<file path="src/rtl/dds_wave_gen.sv">
// dds_wave_gen -- direct-digital-synthesis waveform generator.
//
// A phase accumulator (tuning word ftw, phase_offset) feeds a 3-stage pipe.
// The pipe produces sine (from a quarter-wave LUT), triangle, square or
// sawtooth samples. Samples are unsigned offset binary with midscale
// 2^(OUT_WIDTH-1) and leave through a valid/ready port.
//
// Ports
//   clock, reset        rising-edge clock, asynchronous active-high reset
//   enable              admit one new sample this cycle (when not stalled)
//   phase_sync          with an admitted sample: treat accumulator as 0
//   ftw, phase_offset   phase step per sample / constant phase added
//   mode                00 sine, 01 triangle, 10 square, 11 sawtooth
//   out_sample/out_valid/out_ready   output stream, standard valid/ready
//
// dds_quarter_sine_rom -- combinational quarter-wave magnitude table,
// L[k] = round((2^(W-1)-1) * sin(pi/2 * (k+0.5)/N)).

module dds_quarter_sine_rom #(
  parameter int OUT_WIDTH = 8,
  parameter int LUT_ADDR  = 6
) (
  input  logic [LUT_ADDR-1:0]  addr,
  output logic [OUT_WIDTH-2:0] mag
);
  localparam int N = 1 << LUT_ADDR;

  generate
    if (OUT_WIDTH == 8 && LUT_ADDR == 6) begin : g_fixed
      // Precomputed for the default geometry (127 * sin(pi/128 * (k+0.5))).
      localparam logic [6:0] TBL [64] = '{
        7'd2,   7'd5,   7'd8,   7'd11,  7'd14,  7'd17,  7'd20,  7'd23,
        7'd26,  7'd29,  7'd32,  7'd35,  7'd38,  7'd41,  7'd44,  7'd47,
        7'd50,  7'd53,  7'd56,  7'd58,  7'd61,  7'd64,  7'd67,  7'd69,
        7'd72,  7'd74,  7'd77,  7'd79,  7'd82,  7'd84,  7'd86,  7'd89,
        7'd91,  7'd93,  7'd95,  7'd97,  7'd99,  7'd101, 7'd103, 7'd105,
        7'd106, 7'd108, 7'd110, 7'd111, 7'd113, 7'd114, 7'd115, 7'd117,
        7'd118, 7'd119, 7'd120, 7'd121, 7'd122, 7'd123, 7'd124, 7'd124,
        7'd125, 7'd125, 7'd126, 7'd126, 7'd127, 7'd127, 7'd127, 7'd127
      };
      assign mag = TBL[addr];
    end else begin : g_calc
      // Other geometries: entries are constant-folded at elaboration.
      function automatic logic [OUT_WIDTH-2:0] entry(input int k);
        real amp, x;
        amp = real'((1 << (OUT_WIDTH - 1)) - 1);
        x   = amp * $sin(3.14159265358979 * (real'(k) + 0.5) / (2.0 * real'(N)));
        return (OUT_WIDTH-1)'($rtoi(x + 0.5));
      endfunction

      logic [OUT_WIDTH-2:0] tbl [N];
      for (genvar k = 0; k < N; k++) begin : g_ent
        assign tbl[k] = entry(k);
      end
      assign mag = tbl[addr];
    end
  endgenerate
endmodule

module dds_wave_gen #(
  parameter int OUT_WIDTH   = 8,
  parameter int PHASE_WIDTH = 16,
  parameter int LUT_ADDR    = 6
) (
  input  logic                   clock,
  input  logic                   reset,
  input  logic                   enable,
  input  logic                   phase_sync,
  input  logic [PHASE_WIDTH-1:0] ftw,
  input  logic [PHASE_WIDTH-1:0] phase_offset,
  input  logic [1:0]             mode,
  output logic [OUT_WIDTH-1:0]   out_sample,
  output logic                   out_valid,
  input  logic                   out_ready
);
  localparam int W      = OUT_WIDTH;
  localparam int P      = PHASE_WIDTH;
  localparam int A      = LUT_ADDR;
  localparam int STAGES = 3;
  localparam logic [W-1:0] MID = {1'b1, {(W-1){1'b0}}};

  typedef enum logic [1:0] {
    MODE_SINE = 2'b00,
    MODE_TRI  = 2'b01,
    MODE_SQR  = 2'b10,
    MODE_SAW  = 2'b11
  } mode_e;

  typedef struct packed {
    logic [P-1:0] ph;
    mode_e        mode;
  } s1_t;

  typedef struct packed {
    logic         sine;   // select LUT path in S3
    logic         neg;    // lower half-cycle: subtract magnitude
    logic [A-1:0] addr;   // already mirrored for quadrants 1 and 3
    logic [W-1:0] alt;    // triangle/square/sawtooth result
  } s2_t;

  logic              stall, adm;
  logic [P-1:0]      acc, base, ph;
  logic [STAGES:1]   vld_pipe;
  s1_t               s1;
  s2_t               s2, s2_d;
  logic [W-2:0]      lut_mag;
  logic [W-1:0]      sine_val;

  // Everything, accumulator included, freezes while the consumer back-pressures.
  assign stall = out_valid & ~out_ready;
  assign adm   = enable & ~stall;

  assign base = phase_sync ? '0 : acc;
  assign ph   = base + phase_offset;

  // ---- accumulator + S1 ----
  always_ff @(posedge clock or posedge reset) begin
    if (reset) begin
      acc     <= '0;
      s1      <= '0;
    end else if (!stall) begin
      if (adm) acc <= base + ftw;
      s1.ph   <= ph;
      s1.mode <= mode_e'(mode);
    end
  end

  // ---- S2: quadrant/address decode, arithmetic waveforms ----
  logic [1:0]   q;
  logic [A-1:0] a;
  logic [W-1:0] t;

  always_comb begin
    q    = s1.ph[P-1:P-2];
    a    = s1.ph[P-3 -: A];
    t    = s1.ph[P-2 -: W];
    s2_d = '0;
    s2_d.sine = (s1.mode == MODE_SINE);
    s2_d.neg  = q[1];
    // N-1-a is the bitwise complement of a in A bits.
    s2_d.addr = q[0] ? ~a : a;
    case (s1.mode)
      MODE_TRI: s2_d.alt = s1.ph[P-1] ? ~t : t;
      MODE_SQR: s2_d.alt = {W{~s1.ph[P-1]}};
      MODE_SAW: s2_d.alt = s1.ph[P-1 -: W];
      default:  s2_d.alt = '0;
    endcase
  end

  // Lower phase bits are truncated by design.
  logic unused_ph;
  assign unused_ph = ^s1.ph;

  always_ff @(posedge clock or posedge reset) begin
    if (reset)       s2 <= '0;
    else if (!stall) s2 <= s2_d;
  end

  // ---- S3: LUT read, mirror/sign, output register ----
  dds_quarter_sine_rom #(.OUT_WIDTH(W), .LUT_ADDR(A)) u_rom (
    .addr (s2.addr),
    .mag  (lut_mag)
  );

  // Magnitude is at most 2^(W-1)-1, so mid +/- mag never wraps.
  assign sine_val = s2.neg ? (MID - {1'b0, lut_mag}) : (MID + {1'b0, lut_mag});

  always_ff @(posedge clock or posedge reset) begin
    if (reset) begin
      vld_pipe   <= '0;
      out_sample <= MID;
    end else if (!stall) begin
      vld_pipe <= {vld_pipe[STAGES-1:1], adm};
      // Bubbles leave out_sample at its last value.
      if (vld_pipe[2]) out_sample <= s2.sine ? sine_val : s2.alt;
    end
  end

  assign out_valid = vld_pipe[STAGES];
endmodule

</file>
<file path="config.mk">
export PLATFORM = sky130hd
export DESIGN_NAME = dds_wave_gen
export DESIGN_NICKNAME = d
export VERILOG_FILES = /design/src/rtl/dds_wave_gen.sv
export SDC_FILE = /design/constraint.sdc
export NUM_CORES = 1
export LEC_CHECK = 0
export BUFFER_PORTS_ARGS = -buffer_cell sky130_fd_sc_hd__buf_2
export CORE_MARGIN = 2
export CORE_UTILIZATION = 55
export DETAILED_ROUTE_END_ITERATION = 10
export PLACE_DENSITY_LB_ADDON = 0.05
export SYNTH_ARGS = -nofsm -noshare
export SYNTH_HDL_FRONTEND = slang
export SYNTH_HIERARCHICAL = 1
export SYNTH_SLANG_ARGS = --single-unit
export TNS_END_PERCENT = 5
</file>
<file path="constraint.sdc">
create_clock -name clock -period 2.7 [get_ports clock]
set_clock_uncertainty 0.15 [all_clocks]
set_input_delay 0.135 -clock clock [delete_from_list [all_inputs] [get_ports clock]]
set_output_delay 0.135 -clock clock [all_outputs]
set_load 0.1 [all_outputs]
</file>
==> impl_results.md <==
- Status: complete, but fails checks
- Failing checks: setup timing
- Layout area overhead: 13.87%
- Sequential power share: 25.8%
- CORE AREA: 9196 µm²
- Startpoint Class: flop
- Vias in the first global route: 4679
- Fin cells: 849
- Die H: 101.1 µm
- P_leak: 2.554 nW
- Max-cap violation count: 0
- Int Pwr: 3.282 mW
- Total Wirelength: 13.24 mm
- Largest net degree at the start of global routing: 55
- Final instance area: 5906 µm²
- Final Worst Setup Slack: -0.03403 ns
- Detail Route Antenna Nets: 0
- Antenna violations before repair: 0
- Combinational family with the most area after synthesis: compound AO/OA/AOI/OAI gates
- Worst path required time: 2.73 ns
- Clk network pwr share: 7.5%
- Seq cells post-synth: 54
- Root Driver: clkbuf_8
- First-pass GRT wire length: 21.80 mm
- Final nets: 796
- IO Count: 48
- WP data arrival: 2.77 ns
- # H-tree levels: 2
- Worst hold slack: 0.02072 ns
- Comb pwr share: 66.7%
- Setup Viol. Count Final: 1
- Cells after synthesis: 689
- Sw Ratio: 51.19%
- Post-DP HPWL: 9.962 mm
- Area after DPL: 5705 µm²
- Skew-Pair Late Insertion Delay: 0.32 ns
- Pins Over Slew Limit: 0
- Fmax: 365.8 MHz
- Tmin final: 2.734 ns
- Top_reg_cell synth: dfrtp_1
- Clock Sink Count: 54
- Compound-Gate Fraction of Synth Area: 29.05%
- Die ar.: 10220 µm²
- Adder-cell share of the synthesized area: 6.080%
- Die X: 101.1 µm
- Row cnt: 35
- Vias/cell: 5.861
- RSZ-0062 raised after global routing: yes
- Antenna cells: 0
- R2r setup slk: -0.03 ns
- Warnings, synthesis: 6
- CP Capture Type: flop
- Register area share after synthesis: 26.08%
- Sw power: 3.442 mW
- Total negative slack: -0.03403 ns
- Post-DR wirelength/cell: 15.59 µm
- Max clock buf depth: 2
- Mux contribution to synthesized area: 1.399%
- Total congestion overflow: 0
- Peak supply drop: 0.4794 mV
- TritonCTS clock tree: done
- Synth cell types: 81
- Pwr per Cell Area: 1139 nW/µm²
- Via count: 4976
- Post-synth EDFFs: 0
- GRT Util Overall: 26.12%
- Hold Violations, Final: 0
- Worst-path clk slew: 0.12 ns
- Measured slew at the worst slew-check pin: 0.7132 ns
- Starting Density: 56.39%
- Most common cell after layout, fill and taps aside: nand2_1
- Post-Synth XOR/XNOR Area: 9.288%
- CP Max Fanout: 5
- Tot Pwr: 6.724 mW
- Post-Syn Nets: 748
- Worst Hold Class: in -> reg
- Num CTS Buffers: 5
- Area of the mapped netlist: 5186 µm²
- Simple-Gate Fraction of Synth Area: 21.11%
- Post-Place Cells: 835
- Synth async-reset ratio: 100.0%
- Commonest cells after routing, fill and taps aside: 110 x nand2_1, 57 x a21oi_1, 52 x nor2_1, 52 x o21ai_0, 50 x dfrtp_1
- Setup Crit Path Kind: reg -> reg
- Final Cycle Share: 101.3%
- Slew headroom: 52.46%
- DRC violations left: 0
- Layout cells sized above 1: 20.19%
- Syn Area/Cell: 7.527 µm²
- TritonRoute pass-1 iters: 5
- IO Port Bufs: 47
- Gpl congestion: 0.8744
- Initial drt markers: 179
## flip-flops by register name, indices dropped and copies added (netlist names)
signal,cells
a,6
acc,16
out_sample,8
q,2
s1,3
s2,16
vld_pipe,3
## logic make-up after synthesis
group,Yosys count
AND/OR/NAND/NOR,237
AO/OA/AOI/OAI,231
buffers and inverters,80
XOR/XNOR,55
flip-flops,54
adder cells (fa/ha/maj),26
multiplexers,6
## metal layers
metal | vias up | track usage [%] | wire length (µm) | part of all wire [%]
li1 | 2541 | - | - | -
met1 | 2336 | 33.23 | 5935 | 45
met2 | 71 | 46.36 | 6598 | 50
met3 | 28 | 2.774 | 356 | 2.7
met4 | 0 | 8.420 | 347 | 2.6
met5 | - | 0 | 0 | 0
## power groups by stage
stage	Clock (mW)	Sequential, mW	Combinational, mW
final	0.506	1.73	4.48
after global routing	0.555	1.81	4.96
after CTS	0.516	1.72	4.41
after detailed placement	0	1.74	4.40
after global placement	0	1.72	4.29
after floorplan	0	1.92	3.11
## cell usage after synthesis (3+ instances only)
cell type / instances / area (µm²)
a21oi_1: 61 / 305.3
a22o_1: 4 / 35.03
a22oi_1: 11 / 82.58
a31oi_1: 12 / 75.07
and2_1: 4 / 25.02
buf_1: 3 / 11.26
buf_2: 15 / 75.07
buf_4: 3 / 22.52
buf_6: 4 / 45.04
clkbuf_1: 35 / 131.4
dfrtp_1: 53 / 1326
ha_1: 20 / 250.2
inv_1: 17 / 63.81
maj3_2: 4 / 45.04
mux2i_1: 5 / 50.05
nand2_1: 110 / 412.9
nand2b_1: 10 / 62.56
nand3_1: 9 / 45.04
nor2_1: 53 / 198.9
nor2b_1: 20 / 125.1
nor3_1: 8 / 40.04
nor4bb_1: 4 / 40.04
o211ai_1: 9 / 67.56
o21a_1: 4 / 30.03
o21ai_0: 57 / 285.3
o21ai_1: 5 / 25.02
o21bai_1: 4 / 30.03
o221ai_1: 5 / 43.79
o22ai_1: 9 / 56.30
o31ai_1: 8 / 60.06
o32ai_1: 4 / 35.03
xnor2_1: 29 / 254.0
xor2_1: 26 / 227.7
## final timing paths
path                        startpoint          end  depth (start not counted)
min in group asynchronous        reset  vld_pipe[3]                          4
max                             acc[0]       acc[7]                         12
max reg2reg                     acc[0]       acc[7]                         12
min                             ftw[0]       acc[0]                          4
max in group asynchronous        reset       s2[10]                          4
min reg2reg                vld_pipe[1]  vld_pipe[2]                          2
## per-stage QoR
stage / worst slack (ns) / utilization [%]
floorplan: -0.02385 / -
global placement: 0.07859 / 62.04
detailed placement: 0.01978 / 62.04
CTS: 0.006473 / 63.43
global route: -0.1507 / 64.22
finish: -0.03403 / 64.22
## critical path: stages (launching register included)
cell and delay (ns):
dfrtp_1 0.37, nor2b_4 0.17, ha_4 0.17, a21oi_2 0.07, o22a_1 0.24, a311o_1 0.41, a31oi_4 0.28, buf_6 0.14
a31oi_1 0.07, a41oi_1 0.19, o31ai_1 0.09, o31ai_1 0.10, nand4_1 0.14
## repair_timing
item                                    CTS  global route
endpoints found under the setup margin    2            15
hold buffers                              3             0
pin swaps                                 2             6
buffers inserted                          0             3
gates resized for setup                   0            15
endpoints found under the hold margin    55             0
## cell type report
cell class                 instances  area (µm²)
multi-input combinational        555        3546
sequential                        54        1356
clock buffer                       5       68.82
inverter                          20       77.57
tap                              111       138.9
timing repair buffer             101       689.4
clock inverter                     3       28.78
fill                             842        3291
Power figures use the tool's default switching activity.
